File: config.mk
export PLATFORM = sky130hd
export DESIGN_NAME = car_cmd_rx
export DESIGN_NICKNAME = d
export VERILOG_FILES = /design/src/rtl/car_cmd_rx.sv
export SDC_FILE = /design/constraint.sdc
export NUM_CORES = 1
export LEC_CHECK = 0
export BUFFER_PORTS_ARGS = -buffer_cell sky130_fd_sc_hd__clkbuf_2
export CAP_MARGIN = 25
export CORE_MARGIN = 2
export CORE_UTILIZATION = 25
export DETAILED_ROUTE_END_ITERATION = 10
export PLACE_DENSITY = 0.46
export SETUP_SLACK_MARGIN = 0.05
export SYNTH_ARGS = -nofsm -noshare
export SYNTH_HDL_FRONTEND = slang
export SYNTH_SLANG_ARGS = --single-unit
File: constraint.sdc
create_clock -name clk -period 4.4 [get_ports clk]
set_input_delay 0.22 -clock clk [delete_from_list [all_inputs] [get_ports clk]]
set_output_delay 0.22 -clock clk [all_outputs]
set_load 0.005 [all_outputs]
File: src/rtl/car_cmd_rx.sv
// car_cmd_rx: 8N1 UART receiver plus 3-byte (header, payload, checksum) command frame parser.
// Define CAR_CMD_RX_WATCHDOG_EN to build in the link watchdog that forces a stop when frames cease.
module car_cmd_rx #(
    parameter int unsigned CLKS_PER_BIT = 434,
    parameter logic [7:0]  HEADER       = 8'hA5,
    parameter int unsigned TIMEOUT_CLKS = 5_000_000
) (
    input  logic       clk,
    input  logic       rst_n,
    input  logic       uart_in,
    output logic [3:0] move_cmd,
    output logic [3:0] speed_level,
    output logic       cmd_valid,
    output logic       frame_err,
    output logic       link_timeout
);
    localparam int unsigned      CNT_W     = $clog2(CLKS_PER_BIT);
    localparam logic [CNT_W-1:0] HALF_LAST = CNT_W'(CLKS_PER_BIT / 2 - 1);
    localparam logic [CNT_W-1:0] BIT_LAST  = CNT_W'(CLKS_PER_BIT - 1);
    localparam logic [3:0]       STOP_CMD  = 4'b1000;

    if (CLKS_PER_BIT < 4 || TIMEOUT_CLKS < 2) begin : g_bad_params
        $error("car_cmd_rx: CLKS_PER_BIT must be >= 4 and TIMEOUT_CLKS >= 2");
    end

    typedef enum logic [1:0] {RX_IDLE, RX_START, RX_DATA, RX_STOP} rx_state_e;
    typedef enum logic [1:0] {P_HUNT, P_PAYLOAD, P_CHECK} parse_state_e;

    logic sync1_q, rx_s_q, rx_prev_q;
    logic rx_s;

    always_ff @(posedge clk or negedge rst_n) begin
        if (!rst_n) begin
            sync1_q   <= 1'b1;
            rx_s_q    <= 1'b1;
            rx_prev_q <= 1'b1;
        end else begin
            sync1_q   <= uart_in;
            rx_s_q    <= sync1_q;
            rx_prev_q <= rx_s_q;
        end
    end

    assign rx_s = rx_s_q;

    rx_state_e        rx_state_q, rx_state_d;
    logic [CNT_W-1:0] cnt_q, cnt_d;
    logic [2:0]       bit_cnt_q, bit_cnt_d;
    logic [7:0]       shift_q, shift_d;
    logic             byte_done_q, byte_done_d;
    logic             byte_err_q, byte_err_d;

    // Leaving STOP right after its mid-bit sample lets back-to-back start edges be caught.
    always_comb begin
        rx_state_d  = rx_state_q;
        cnt_d       = cnt_q;
        bit_cnt_d   = bit_cnt_q;
        shift_d     = shift_q;
        byte_done_d = 1'b0;
        byte_err_d  = 1'b0;
        unique case (rx_state_q)
            RX_IDLE: begin
                if (rx_prev_q && !rx_s) begin
                    rx_state_d = RX_START;
                    cnt_d      = '0;
                    bit_cnt_d  = '0;
                end
            end
            RX_START: begin
                if (cnt_q == HALF_LAST) begin
                    cnt_d      = '0;
                    rx_state_d = rx_s ? RX_IDLE : RX_DATA;
                end else begin
                    cnt_d = cnt_q + 1'b1;
                end
            end
            RX_DATA: begin
                if (cnt_q == BIT_LAST) begin
                    cnt_d     = '0;
                    shift_d   = {rx_s, shift_q[7:1]};
                    bit_cnt_d = bit_cnt_q + 3'd1;
                    if (bit_cnt_q == 3'd7) begin
                        rx_state_d = RX_STOP;
                    end
                end else begin
                    cnt_d = cnt_q + 1'b1;
                end
            end
            RX_STOP: begin
                if (cnt_q == BIT_LAST) begin
                    cnt_d       = '0;
                    rx_state_d  = RX_IDLE;
                    byte_done_d = rx_s;
                    byte_err_d  = !rx_s;
                end else begin
                    cnt_d = cnt_q + 1'b1;
                end
            end
            default: rx_state_d = RX_IDLE;
        endcase
    end

    always_ff @(posedge clk or negedge rst_n) begin
        if (!rst_n) begin
            rx_state_q  <= RX_IDLE;
            cnt_q       <= '0;
            bit_cnt_q   <= '0;
            shift_q     <= '0;
            byte_done_q <= 1'b0;
            byte_err_q  <= 1'b0;
        end else begin
            rx_state_q  <= rx_state_d;
            cnt_q       <= cnt_d;
            bit_cnt_q   <= bit_cnt_d;
            shift_q     <= shift_d;
            byte_done_q <= byte_done_d;
            byte_err_q  <= byte_err_d;
        end
    end

    parse_state_e p_state_q, p_state_d;
    logic [7:0]   pay_q, pay_d;
    logic [3:0]   move_q, move_d;
    logic [3:0]   speed_q, speed_d;
    logic         cmd_valid_q, cmd_valid_d;
    logic         frame_err_q, frame_err_d;
    logic         wd_expired;

    // An accepted frame is evaluated after the watchdog force so it always wins.
    always_comb begin
        p_state_d   = p_state_q;
        pay_d       = pay_q;
        move_d      = move_q;
        speed_d     = speed_q;
        cmd_valid_d = 1'b0;
        frame_err_d = 1'b0;
        if (wd_expired) begin
            move_d  = STOP_CMD;
            speed_d = 4'h0;
        end
        if (byte_err_q) begin
            frame_err_d = 1'b1;
            p_state_d   = P_HUNT;
        end else if (byte_done_q) begin
            unique case (p_state_q)
                P_HUNT: begin
                    if (shift_q == HEADER) begin
                        p_state_d = P_PAYLOAD;
                    end
                end
                P_PAYLOAD: begin
                    pay_d     = shift_q;
                    p_state_d = P_CHECK;
                end
                P_CHECK: begin
                    p_state_d = P_HUNT;
                    if (shift_q == (HEADER ^ pay_q)) begin
                        cmd_valid_d = 1'b1;
                        move_d      = pay_q[3:0];
                        speed_d     = pay_q[7:4];
                    end else begin
                        frame_err_d = 1'b1;
                    end
                end
                default: p_state_d = P_HUNT;
            endcase
        end
    end

    always_ff @(posedge clk or negedge rst_n) begin
        if (!rst_n) begin
            p_state_q   <= P_HUNT;
            pay_q       <= '0;
            move_q      <= STOP_CMD;
            speed_q     <= 4'h0;
            cmd_valid_q <= 1'b0;
            frame_err_q <= 1'b0;
        end else begin
            p_state_q   <= p_state_d;
            pay_q       <= pay_d;
            move_q      <= move_d;
            speed_q     <= speed_d;
            cmd_valid_q <= cmd_valid_d;
            frame_err_q <= frame_err_d;
        end
    end

`ifdef CAR_CMD_RX_WATCHDOG_EN
    localparam int unsigned     WD_W    = $clog2(TIMEOUT_CLKS);
    localparam logic [WD_W-1:0] WD_LAST = WD_W'(TIMEOUT_CLKS - 1);

    logic [WD_W-1:0] wd_cnt_q, wd_cnt_d;
    logic            link_timeout_q, link_timeout_d;

    assign wd_expired = (wd_cnt_q == WD_LAST);

    always_comb begin
        wd_cnt_d       = wd_cnt_q;
        link_timeout_d = link_timeout_q;
        if (cmd_valid_d) begin
            wd_cnt_d       = '0;
            link_timeout_d = 1'b0;
        end else if (wd_expired) begin
            link_timeout_d = 1'b1;
        end else begin
            wd_cnt_d = wd_cnt_q + 1'b1;
        end
    end

    // Comes out of reset expired: the car stays stopped until the first good frame.
    always_ff @(posedge clk or negedge rst_n) begin
        if (!rst_n) begin
            wd_cnt_q       <= '0;
            link_timeout_q <= 1'b1;
        end else begin
            wd_cnt_q       <= wd_cnt_d;
            link_timeout_q <= link_timeout_d;
        end
    end

    assign link_timeout = link_timeout_q;
`else
    assign wd_expired   = 1'b0;
    assign link_timeout = 1'b0;
`endif

    assign move_cmd    = move_q;
    assign speed_level = speed_q;
    assign cmd_valid   = cmd_valid_q;
    assign frame_err   = frame_err_q;

endmodule

=== After elaboration in Yosys (flattened, before gate mapping) ===
Index checks and enable logic that the tools add are counted.

* Output and inout port bits: 11
* Input port bits: 3
* Word-level logic and storage cells: 78
* Register bits: 47

* Reductions and logical operators: 13
* Bitwise operators: 2
* $add $sub $neg: 2
* Mux-type cells: 30
* Equality and inequality tests: 16

{| class="wikitable"
|+ Operator list
! cell !! number
|-
| 9-bit 2-to-1 mux || 3
|-
| 9-bit one-hot mux with 3 select lines || 1
|-
| 2-bit 2-to-1 mux || 9
|-
| 1-bit 2-to-1 mux || 12
|-
| 2-bit != test (second input constant) || 5
|-
| 9-bit by 1-bit adder with 9-bit output (second input constant) || 1
|-
| 9-bit by 8-bit equality test with 1-bit output (second input constant) || 1
|-
| 9-bit equality test (second input constant) || 1
|-
| 8-bit equality test || 1
|-
| 8-bit equality test (second input constant) || 1
|-
| 2-bit one-hot mux with 4 select lines || 1
|-
| 2-bit equality test (second input constant) || 3
|-
| 3-bit 2-to-1 mux || 2
|-
| 3-bit one-hot mux with 2 select lines || 1
|-
| 3-bit AND reduction || 2
|-
| 5-bit AND reduction || 1
|-
| 2-bit by 1-bit equality test with 1-bit output (second input constant) || 2
|-
| 2-bit zero test || 2
|-
| 4-bit NOT || 1
|-
| 2-bit one-hot mux with 2 select lines || 1
|-
| 2-bit AND reduction || 2
|-
| 4-bit AND reduction || 1
|-
| 2-bit nonzero test || 2
|-
| 3-bit by 1-bit adder with 3-bit output (second input constant) || 1
|-
| other kinds (6) || 6
|}

=== Logic depth before layout (Yosys ltp) ===
* Depth after elaboration: 6
* Gate-level depth with buffers: 7

=== Worst setup path before layout ===
OpenSTA, ideal clock, no wires.

* Kind: reg2reg
* Start: register cnt_q[1]
* End: register shift_q[0]
* Clock period less this slack: 1.856 ns
* Data required time: 4.275 ns
* Stages on the path, launching flop included: 8
* Data arrival time: 1.732 ns
* Setup slack: 2.544 ns
* Cell sequence: dfrtp_1 -> inv_1 -> ha_1 -> and4bb_1 -> and2_4 -> buf_6 -> nor3b_4 -> mux2_2

* Longest elaborated chain between the ends: 2

{| class="wikitable"
|+ Ends and longest elaborated chain
! what !! line !! text
|-
| start: declaration || 47 || <nowiki>logic [CNT_W-1:0] cnt_q, cnt_d;</nowiki>
|-
| start signal: assignment || 113 || <nowiki>cnt_q <= cnt_d;</nowiki>
|-
| 9-bit equality test || 78 || <nowiki>if (cnt_q == BIT_LAST) begin</nowiki>
|-
| 2-bit AND reduction (no source line) || -- ||
|-
| end signal: assignment || 115 || <nowiki>shift_q <= shift_d;</nowiki>
|-
| end: declaration || 49 || <nowiki>logic [7:0] shift_q, shift_d;</nowiki>
|}

Every way passes these cells.
A chain may end at the register's enable or synchronous reset.

=== Worst setup path after layout ===
* Start: register cnt_q[0]
* End: register rx_state_q[0]

* Longest elaborated chain between the ends: 3
* Elaborated cells between the ends (all ways): 6
* Those cells by class: eq/ne: 5; reduce/logical: 1

{| class="wikitable"
|+ Ends and longest elaborated chain
! what !! line !! text
|-
| 9-bit equality test / 9-bit by 8-bit equality test with 1-bit output (equally long branches) || 78, 90, 70 ||
|-
| 2-bit != test (no source line) || -- ||
|-
| 5-bit AND reduction (no source line) (*) || -- ||
|-
| end signal: assignment || 112 || <nowiki>rx_state_q <= rx_state_d;</nowiki>
|-
| end: declaration || 46 || <nowiki>rx_state_e rx_state_q, rx_state_d;</nowiki>
|}

Every way passes the cells marked *; elsewhere a longest branch is shown, timed or not.

==> metrics.txt <==
ANT cells 0; Slowest Stage Delay on Critical Path 0.50 ns; Routed WL between 4000 and 5000 um; Die H 97.96 um; routed vias 1,404; highest clock rate just under 500 MHz; layout overhead on the synthesized area 14.29%; Max-Cap Viols 0; Syn Inst Count 186; Die X 97.96 um; Antenna Nets Post-Route 0; WL per Instance 12.99 um; clock net sink count 47; DRC 0; hold slack -0.005755 ns; Slew Limit Headroom 59.23%; unrepaired setup endpoints after global routing no; Final Hold Fails 4; starting density of the core 25.56%; Post-Syn Area per Cell 11.87 um^2; Fin Setup TNS 0 ns; area occupied by multi-input gates just under 0.001 mm^2; die area 0.009596 mm^2; clk_skew 0.007951 ns; # nets final approximately 210; # IOs 14; crit path kind reg2reg; Worst-path clk slew ~0.10 ns; All-Layer GR Usage 9.039%; ys flop type dfrtp_1; failing checks negative hold slack; total gr overflow 0; row cnt 34; Buffers & Inverters on Critical Path 0; Synth top area share 48.75%; Slowest-stage cell, CP a21oi_1; endpoint type of the worst setup path register; Hold Crit Class in2async; Distinct cells, synth 40; Clock Root Buffer clkbuf_8; Data arrival, critical path 2.24 ns; Seq/Total Area, Yosys between 50 and 60%; Clock Tree Buf Depth 2; share of post-route cells with drive strength above 1 29.13%; fin. max-slew vios 0; TritonCTS Buffers 5; status finished, violations left; final setup fails 0; Core ar. roughly 0.0086 mm^2; Post-synth ARST share 100.0%; Syn. warnings 0; H-tree depth 2; Tmin final 2.045 ns; Worst-Margin Slew 0.6115 ns; Leakage 1.206 nW; cell family with most CP delay compound AO/OA/AOI/OAI gates; Buffers on Ports 12; Peak VDD IR 0.1651 mV; Synth area leaders dfrtp_1 (49%), mux2_2 (13%), dfstp_2 (4.8%); Worst-Skew Late Latency 0.31 ns; post-route insts no fill between 300 and 400; HPWL Detailed 2767 um; global-route wire length before repair 6975 um; period utilization 46.47%; initial antenna violation count 0; Seq. cell area 0.001181 mm^2; postcts setup bufs 0; GPL Wtd Cong 0.7578; number of flops mapped to enable cells by yosys 0; drt first pass iters 4; synthesized flop and latch total 47; Placed Cells 305; vias in the first global route 1,383; leading area contributor after synthesis dfrtp_1; largest net degree at the start of global routing 48; CP Launch Type register; initial DRC count 37; Via density approximately 4.5; crit path max fanout 7; Layout fillers 900; Post-Syn Area 0.002207 mm^2; CTS tree done; CP Cell Sequence ha_1 > and4bb_1 > a21oi_1 > nor2_1 > mux2_2; PwrDens approximately 400 mW/mm^2; net count after synthesis 194; Req. time, crit path 4.60 ns
## flip-flops by register name, summed over array words and instances, names as in the netlist, named ones only
register and flops:
sync1_q 1, pay_q 8, cnt_q 9, p_state_q 2, frame_err 1, bit_cnt_q 3, move_cmd 4, rx_prev_q 1
rx_s 1, byte_err_q 1, cmd_valid 1, rx_state_q 1, shift_q 8, byte_done_q 1, speed_level 4
## where the power goes
| part | total (mW) | internal (mW) | switching, mW | leakage, nW |
|---|---|---|---|---|
| combinational | 0.163 | 0.0621 | 0.101 | 0.515 |
| clock | 0.336 | 0.172 | 0.164 | 0.0587 |
| sequential | 0.513 | 0.463 | 0.0496 | 0.633 |
## cell usage after synthesis, types with 4 or more instances
library cell and number:
mux2_2 25, nor2_1 7, a21oi_1 7, xor2_1 4, dfstp_2 4, xnor2_1 6, nor3_1 5, o22ai_1 6
inv_1 7, nor2b_1 4, o21ai_0 5, nand2_1 19, ha_1 5, dfrtp_1 43
## stage by stage
stage          total power [mW]  hold WS, ns  util [%]  area, um^2  setup WS [ns]
4_1_cts                   1.026      0.02744     29.21        2522          2.302
5_1_grt                   1.071      0.05349     29.21        2522          2.164
3_3_place_gp             0.6852       0.3132     27.69        2391          2.321
3_5_place_dp             0.6887       0.3091     27.75        2396          2.331
2_1_floorplan            0.6290     -0.07559         -        2207          2.544
6_report                  1.012    -0.005755     29.21        2522          2.355
## cell usage in the layout, fill, tap and decap left out, types with 2 or more instances in the layout
| cell | instances |
|---|---|
| o22ai_1 | 6 |
| inv_1 | 7 |
| ha_1 | 5 |
| clkbuf_2 | 12 |
| o21ai_0 | 5 |
| xnor2_1 | 6 |
| nand2b_1 | 3 |
| buf_4 | 2 |
| nor2b_1 | 4 |
| dfrtp_1 | 43 |
| clkbuf_8 | 5 |
| o21a_1 | 2 |
| and2_1 | 2 |
| nand2_1 | 19 |
| and4b_2 | 2 |
| mux2i_1 | 3 |
| a21oi_1 | 7 |
| nor3_1 | 5 |
| xor2_1 | 4 |
| dfstp_2 | 4 |
| mux2_2 | 25 |
| nor4bb_1 | 3 |
| nor4_1 | 2 |
| nor2_1 | 7 |
| nand3_1 | 2 |
| nand3b_1 | 2 |
## metal layers
layer	global-route usage, %	wire (um)	up-vias
li1	-	-	692
met1	12.01	1961	690
met2	14.28	1954	15
met3	2.362	104	7
met4	3.205	59	0
met5	0	0	-
## cell type report
cell class / count / share of cell area (%)
inverters: 7 / 1.042
multi-input cells: 128 / 38.59
clock inverters: 3 / 1.885
clock buffers: 5 / 2.728
well taps: 108 / 5.357
flip-flops and latches: 47 / 46.83
repair buffers: 16 / 3.571
## worst register-to-register path, stage by stage (launching register included)
cell and delay, ns:
dfrtp_1 0.46, ha_1 0.22, and4bb_1 0.21, a21oi_1 0.50
nor2_1 0.23, mux2_2 0.32
## timing repair
item	4_1_cts	5_1_grt
hold buffers	1	0
gates resized for setup	0	0
endpoints found under the hold margin	1	0
## kinds of logic after synthesis
family | synth area share, %
compound gates | 6.292
other cells | 0.1699
mux | 14.12
flops | 53.51
fa+ha+maj | 2.834
xor+xnor | 3.968
buf+inv | 2.381
simple gates | 16.72
## path summary, 6_finish.rpt
kind | endpoint | slack [ns] | cells after the start | start
setup / recovery | rx_state_q[0]$_DFFE_PN0P_ | 2.36 | 5 | cnt_q[0]$_DFFE_PN0P_
hold / removal | frame_err$_DFF_PN0_ | -0.006 | 2 | rst_n
setup reg to reg | rx_state_q[0]$_DFFE_PN0P_ | 2.36 | 5 | cnt_q[0]$_DFFE_PN0P_
hold reg to reg | rx_s$_DFF_PN1_ | 0.36 | 0 | sync1_q$_DFF_PN1_
max in group asynchronous | bit_cnt_q[2]$_DFFE_PN0P_ | 3.98 | 2 | rst_n
min in group clk | rx_s$_DFF_PN1_ | 0.36 | 0 | sync1_q$_DFF_PN1_
Note: power is estimated with default switching activity, not from simulation.
